<file path="config.mk">
export PLATFORM = sky130hd
export DESIGN_NAME = hive_reg_gpio_irq
export DESIGN_NICKNAME = d
export VERILOG_FILES = /design/src/rtl/hive_reg_gpio_irq.sv
export SDC_FILE = /design/constraint.sdc
export NUM_CORES = 1
export LEC_CHECK = 0
export ABC_AREA = 1
export CORE_ASPECT_RATIO = 0.6
export CORE_UTILIZATION = 35
export CTS_CLUSTER_DIAMETER = 30
export DETAILED_ROUTE_END_ITERATION = 10
export GPL_TIMING_DRIVEN = 0
export PLACE_DENSITY_LB_ADDON = 0.1
export SETUP_SLACK_MARGIN = 0.1
export SLEW_MARGIN = 10
export SYNTH_ARGS = -nofsm -noshare
export SYNTH_HDL_FRONTEND = slang
export SYNTH_SLANG_ARGS = --single-unit
</file>
<file path="constraint.sdc">
create_clock -name clk_i -period 16.71 [get_ports clk_i]
set_clock_uncertainty 0.1 [all_clocks]
set_input_delay 2.5065 -clock clk_i [delete_from_list [all_inputs] [get_ports clk_i]]
set_output_delay 2.5065 -clock clk_i [all_outputs]
set_load 0.05 [all_outputs]
</file>
<file path="src/rtl/hive_reg_gpio_irq.sv">
// hive_reg_gpio_irq: rbus GPIO bank with per-bit output and direction control,
// set/clear aliases, synchronised and optionally debounced inputs, and sticky
// rise/fall events driving one registered interrupt line.
module hive_reg_gpio_irq #(
    parameter int                DATA_W      = 32,
    parameter int                ADDR_W      = 8,
    parameter logic [ADDR_W-1:0] BASE_ADDR   = 'h40,
    parameter int                SYNC_STAGES = 2,
    parameter int                DB_TICK_W   = 8,
    parameter logic [DATA_W-1:0] OUT_RST     = '0,
    parameter logic [DATA_W-1:0] OE_RST      = '0
) (
    input  logic              clk_i,
    input  logic              rst_i,
    input  logic [ADDR_W-1:0] rbus_addr_i,
    input  logic              rbus_wr_i,
    input  logic              rbus_rd_i,
    input  logic [DATA_W-1:0] rbus_wr_data_i,
    output logic [DATA_W-1:0] rbus_rd_data_o,
    input  logic [DATA_W-1:0] gpio_i,
    output logic [DATA_W-1:0] gpio_o,
    output logic [DATA_W-1:0] gpio_oe_o,
    output logic              irq_o
);
    localparam logic [2:0] OFF_OUT     = 3'd0;
    localparam logic [2:0] OFF_SET     = 3'd1;
    localparam logic [2:0] OFF_CLR     = 3'd2;
    localparam logic [2:0] OFF_OE      = 3'd3;
    localparam logic [2:0] OFF_IN      = 3'd4;
    localparam logic [2:0] OFF_RISE_EN = 3'd5;
    localparam logic [2:0] OFF_FALL_EN = 3'd6;
    localparam logic [2:0] OFF_EVT     = 3'd7;

    logic              sel;
    logic [2:0]        off;
    logic              wr_en;

    logic [DATA_W-1:0] out_q, out_d;
    logic [DATA_W-1:0] oe_q, oe_d;
    logic [DATA_W-1:0] rise_en_q, rise_en_d;
    logic [DATA_W-1:0] fall_en_q, fall_en_d;
    logic [DATA_W-1:0] evt_q, evt_d;
    logic [DATA_W-1:0] evt_clr;
    logic [DATA_W-1:0] rd_mux;
    logic [DATA_W-1:0] rd_data_q, rd_data_d;
    logic              irq_q;

    logic [DATA_W-1:0] sync_q [SYNC_STAGES];
    logic [DATA_W-1:0] sy;
    logic [DATA_W-1:0] in_q;
    logic [DATA_W-1:0] in_dly_q;
    logic [DATA_W-1:0] rise;
    logic [DATA_W-1:0] fall;

    assign sel   = (rbus_addr_i[ADDR_W-1:3] == BASE_ADDR[ADDR_W-1:3]);
    assign off   = rbus_addr_i[2:0];
    assign wr_en = rbus_wr_i & sel;

    // Input synchroniser chain, one stage per generate iteration.
    for (genvar gi = 0; gi < SYNC_STAGES; gi++) begin : g_sync
        if (gi == 0) begin : g_first
            // First stage captures the asynchronous pins.
            always_ff @(posedge clk_i or posedge rst_i) begin
                if (rst_i) sync_q[gi] <= '0;
                else       sync_q[gi] <= gpio_i;
            end
        end else begin : g_rest
            // Later stages shift the value along the chain.
            always_ff @(posedge clk_i or posedge rst_i) begin
                if (rst_i) sync_q[gi] <= '0;
                else       sync_q[gi] <= sync_q[gi-1];
            end
        end
    end

    assign sy = sync_q[SYNC_STAGES-1];

    if (DB_TICK_W > 0) begin : g_db
        logic [DB_TICK_W-1:0] presc_q;
        logic [DATA_W-1:0]    smp_q;
        logic [DATA_W-1:0]    stable;
        logic                 tick;

        assign tick   = &presc_q;
        assign stable = ~(sy ^ smp_q);

        // Free-running prescaler; wraps from all-ones back to zero.
        always_ff @(posedge clk_i or posedge rst_i) begin
            if (rst_i) presc_q <= '0;
            else       presc_q <= presc_q + DB_TICK_W'(1);
        end

        // Sample the synced pins once per tick.
        always_ff @(posedge clk_i or posedge rst_i) begin
            if (rst_i)     smp_q <= '0;
            else if (tick) smp_q <= sy;
        end

        // Accept a bit only when it matched across two consecutive ticks.
        always_ff @(posedge clk_i or posedge rst_i) begin
            if (rst_i)     in_q <= '0;
            else if (tick) in_q <= (in_q & ~stable) | (smp_q & stable);
        end
    end else begin : g_nodb
        // Debounce bypassed: the synced value is the input value.
        always_ff @(posedge clk_i or posedge rst_i) begin
            if (rst_i) in_q <= '0;
            else       in_q <= sy;
        end
    end

    assign rise = in_q & ~in_dly_q & rise_en_q;
    assign fall = ~in_q & in_dly_q & fall_en_q;

    // Register write decode and sticky event update (new events beat clears).
    always_comb begin
        out_d     = out_q;
        oe_d      = oe_q;
        rise_en_d = rise_en_q;
        fall_en_d = fall_en_q;
        evt_clr   = '0;
        if (wr_en) begin
            case (off)
                OFF_OUT:     out_d     = rbus_wr_data_i;
                OFF_SET:     out_d     = out_q | rbus_wr_data_i;
                OFF_CLR:     out_d     = out_q & ~rbus_wr_data_i;
                OFF_OE:      oe_d      = rbus_wr_data_i;
                OFF_RISE_EN: rise_en_d = rbus_wr_data_i;
                OFF_FALL_EN: fall_en_d = rbus_wr_data_i;
                OFF_EVT:     evt_clr   = rbus_wr_data_i;
                default:     ;
            endcase
        end
        evt_d = (evt_q & ~evt_clr) | rise | fall;
    end

    // Read mux uses current register values, so a same-cycle write is not seen.
    always_comb begin
        rd_mux = '0;
        case (off)
            OFF_OUT, OFF_SET, OFF_CLR: rd_mux = out_q;
            OFF_OE:                    rd_mux = oe_q;
            OFF_IN:                    rd_mux = in_q;
            OFF_RISE_EN:               rd_mux = rise_en_q;
            OFF_FALL_EN:               rd_mux = fall_en_q;
            OFF_EVT:                   rd_mux = evt_q;
            default:                   rd_mux = '0;
        endcase
        rd_data_d = (rbus_rd_i && sel) ? rd_mux : '0;
    end

    // State registers for the register bank, edge history, read data and irq.
    always_ff @(posedge clk_i or posedge rst_i) begin
        if (rst_i) begin
            out_q     <= OUT_RST;
            oe_q      <= OE_RST;
            rise_en_q <= '0;
            fall_en_q <= '0;
            evt_q     <= '0;
            in_dly_q  <= '0;
            rd_data_q <= '0;
            irq_q     <= 1'b0;
        end else begin
            out_q     <= out_d;
            oe_q      <= oe_d;
            rise_en_q <= rise_en_d;
            fall_en_q <= fall_en_d;
            evt_q     <= evt_d;
            in_dly_q  <= in_q;
            rd_data_q <= rd_data_d;
            irq_q     <= |evt_q;
        end
    end

    assign gpio_o         = out_q;
    assign gpio_oe_o      = oe_q;
    assign rbus_rd_data_o = rd_data_q;
    assign irq_o          = irq_q;
endmodule

</file>
==> flow_metrics.tcl <==
set metrics [dict create \
    ir_drop_mv 0.0802 \
    place_congestion 0.926 \
    synth_edf_count 0 \
    port_buffers 171 \
    arrival_ps 4910 \
    cts_setup_buffers 0 \
    antenna_found_initial 0 \
    end_kind "register" \
    die-area_um2 45000 \
    final_core_util_pct 46.2 \
    vias_per_cell 4.97 \
    grt-ovfl-total 0 \
    synthFlopType "dfrtp_1" \
    dp_hpwl_mm 39.0 \
    synthArstFlopShare_pct 100 \
    r2r_slack_ps 14510 \
    place_ws_ps 11730 \
    rsz0062_at_grt "false" \
    clock_path_buffers 3 \
    cp_cell_sequence "clkdlybuf4s50_1 -> inv_1 -> nor2_1 -> nand2_1 -> o21ai_0 -> nor2_1 -> nor2_1" \
    ant_nets 0 \
    antenna_cells 0 \
    dpl_cell_area_um2 18000 \
    crit_top_cell "nor2_1" \
    grt_max_degree 119 \
    design_power_total_uw 2390 \
    fin_area_um2 20100 \
    slowest_delay_ps 750 \
    worstSetupPathType "input pin to register" \
    numCtsBuffers 60 \
    wl_mm 52.6 \
    ctsHoldBuffers 0 \
    tightest_slew_ps 977 \
    ys_types 27 \
    netlist_area_um2 15400 \
    multi_input_area_um2 5540 \
    grt_pass1_wl_mm 78.6 \
    synth.area.top_cells "dfrtp_1 (58%), nand2_1 (13%), o21ai_0 (6.5%)" \
    initial_utilization_pct 35.6 \
    avgRoutedWirePerCell_um 19.6 \
    syn_nets 1901 \
    layout.area.seq_um2 9030 \
    synth_seq_cells 361 \
    drt-initial-drc-count 1499 \
    clock_latency_ps 600 \
    required_ps 17100 \
    p_per_area_nw_per_um2 119 \
    fin_ws_ps 12190 \
    first_pass_iters 5 \
    design.core.area_um2 43400 \
    fmax_mhz 221 \
    h-tree-depth 2 \
    synth_seq_area_share_pct 58.5 \
    max_slew_margin_pct 34.6 \
    fillCellCount 4211 \
    cap_violations 0 \
    clkTransAtPathRegs_ps 50 \
    synth_top_area_share_pct 58.5 \
    cts_resized 0 \
    area_growth_syn_to_layout_pct 29.8 \
    cts.sinks 361 \
    min_period_over_period_pct 27.0 \
    nNetsFinal 2137 \
    run_status "complete, no violations" \
    drcViolationCount 0 \
    drive_above_1_share_pct 6.93 \
    tns_ps 0 \
    cts_tree "done" \
    dieWidth_um 273 \
    yosys.area.top_type "dfrtp_1" \
    yosys_warnings 0 \
    p_leak_uw 0.00894 \
    hold_path_class "register to register" \
    setup_viol 0 \
    period_needed_ps 4520 \
    rows 59 \
    path_max_fanout 7 \
    grt_use_total_pct 23.6 \
    final_hold_viol_count 0 \
    vias 13360 \
    post_synth.cell_area_avg_um2 8.47 \
    slew_violations 0 \
    critPathBufInv 2 \
    cp_top_family "simple AND/OR/NAND/NOR gates" \
    clock-root-buffer "clkbuf_16" \
    io_pins 173 \
    cp_slowest_cell "nor2_1" \
    first_global_vias 12266 \
    cp-start-kind "input pin" \
    syn-instance-count 1824 \
    die_h_um 165 \
]
[registers in the layout (all words and copies together), names as in the netlist, named ones only]
name and cells:
evt_q 32, fall_en_q 32, g_db.smp_q 32, gpio_o 32, gpio_oe_o 32, in_dly_q 32
rbus_rd_data_o 32, rise_en_q 32, sy 32, sync_q 32, g_db.presc_q 8, irq_o 1
[power by group]
part | total [uW] | internal, uW | switching [uW]
sequential | 932 | 907 | 24.9
clock | 1250 | 791 | 456
combinational | 213 | 66.1 | 147
[placed cells by master, fill, tap and decap left out, types with 8 or more instances in the layout]
| master | instances |
|---|---|
| nand3_1 | 166 |
| nor2_1 | 158 |
| nand2_1 | 555 |
| clkbuf_1 | 65 |
| o21ai_1 | 36 |
| o21ai_0 | 201 |
| inv_1 | 134 |
| clkdlybuf4s50_1 | 171 |
| a21o_1 | 8 |
| buf_2 | 21 |
| a21oi_1 | 17 |
| clkbuf_16 | 61 |
| clkbuf_8 | 9 |
| o22ai_1 | 8 |
| a31oi_1 | 20 |
| dfrtp_1 | 361 |
| a21boi_0 | 21 |
| nand3b_1 | 21 |
[worst register-to-register path: stages, from the launching register on]
cell	delay [ps]
dfrtp_1	390
ha_1	220
nand2_1	110
nor2_2	90
nand2_1	110
clkbuf_1	360
clkbuf_1	510
o22ai_1	180
[Yosys cell counts, types with 6 or more instances]
master,number
nand2_1,555
dfrtp_1,361
o21ai_0,201
nand3_1,166
nor2_1,158
inv_1,135
clkbuf_1,60
o21ai_1,36
a21boi_0,21
buf_2,21
nand3b_1,21
a31oi_1,20
a21oi_1,17
a21o_1,8
o22ai_1,8
nor2_2,6
[per-layer routing]
layer	vias up	GRT usage [%]	wire, um
met2	546	29.1	19600
met5	-	0	0
met1	6380	38.8	27000
met4	0	4.19	628
li1	6383	-	-
met3	51	7.23	5420
[logic make-up after synthesis]
| family | count (synthesis) | share of synthesized area, % |
|---|---|---|
| adders and majority gates | 1 | 0.0810 |
| AOI/OAI and AO/OA | 311 | 10.8 |
| xor gates and xnor gates | 6 | 0.340 |
| buffers and inverters | 224 | 5.61 |
| DFF | 361 | 58.5 |
| and+or+nand+nor | 921 | 24.7 |
[through the flow]
step / hold slack (ps) / cells
2_1_floorplan: 231 / 1824
3_3_place_gp: 233 / 2574
3_5_place_dp: 235 / 2577
4_1_cts: 244 / 2687
5_1_grt: 251 / 2687
6_report: 242 / 2687
[cell type report]
| type | count | share of cell area [%] |
|---|---|---|
| Sequential cell | 361 | 45.1 |
| Multi-Input combinational cell | 1239 | 27.6 |
| Tap cell | 579 | 3.61 |
| Timing Repair Buffer | 174 | 8.95 |
| Clock buffer | 75 | 8.32 |
| Inverter | 139 | 2.64 |
| Clock inverter | 35 | 2.06 |
| Buffer | 85 | 1.72 |
[path summary, 6_finish.rpt]
kind,startpoint,end,cells after the start
max reg2reg,g_db.presc_q[0],register,7
min reg2reg,sync_q[52],sy[20],0
min,sync_q[52],sy[20],0
min in group asynchronous,rst_i,gpio_o[0],2
max in group asynchronous,rst_i,sync_q[52],4
max,rbus_addr_i[1],rbus_rd_data_o[10],7
(Power assumes the default switching activity.)
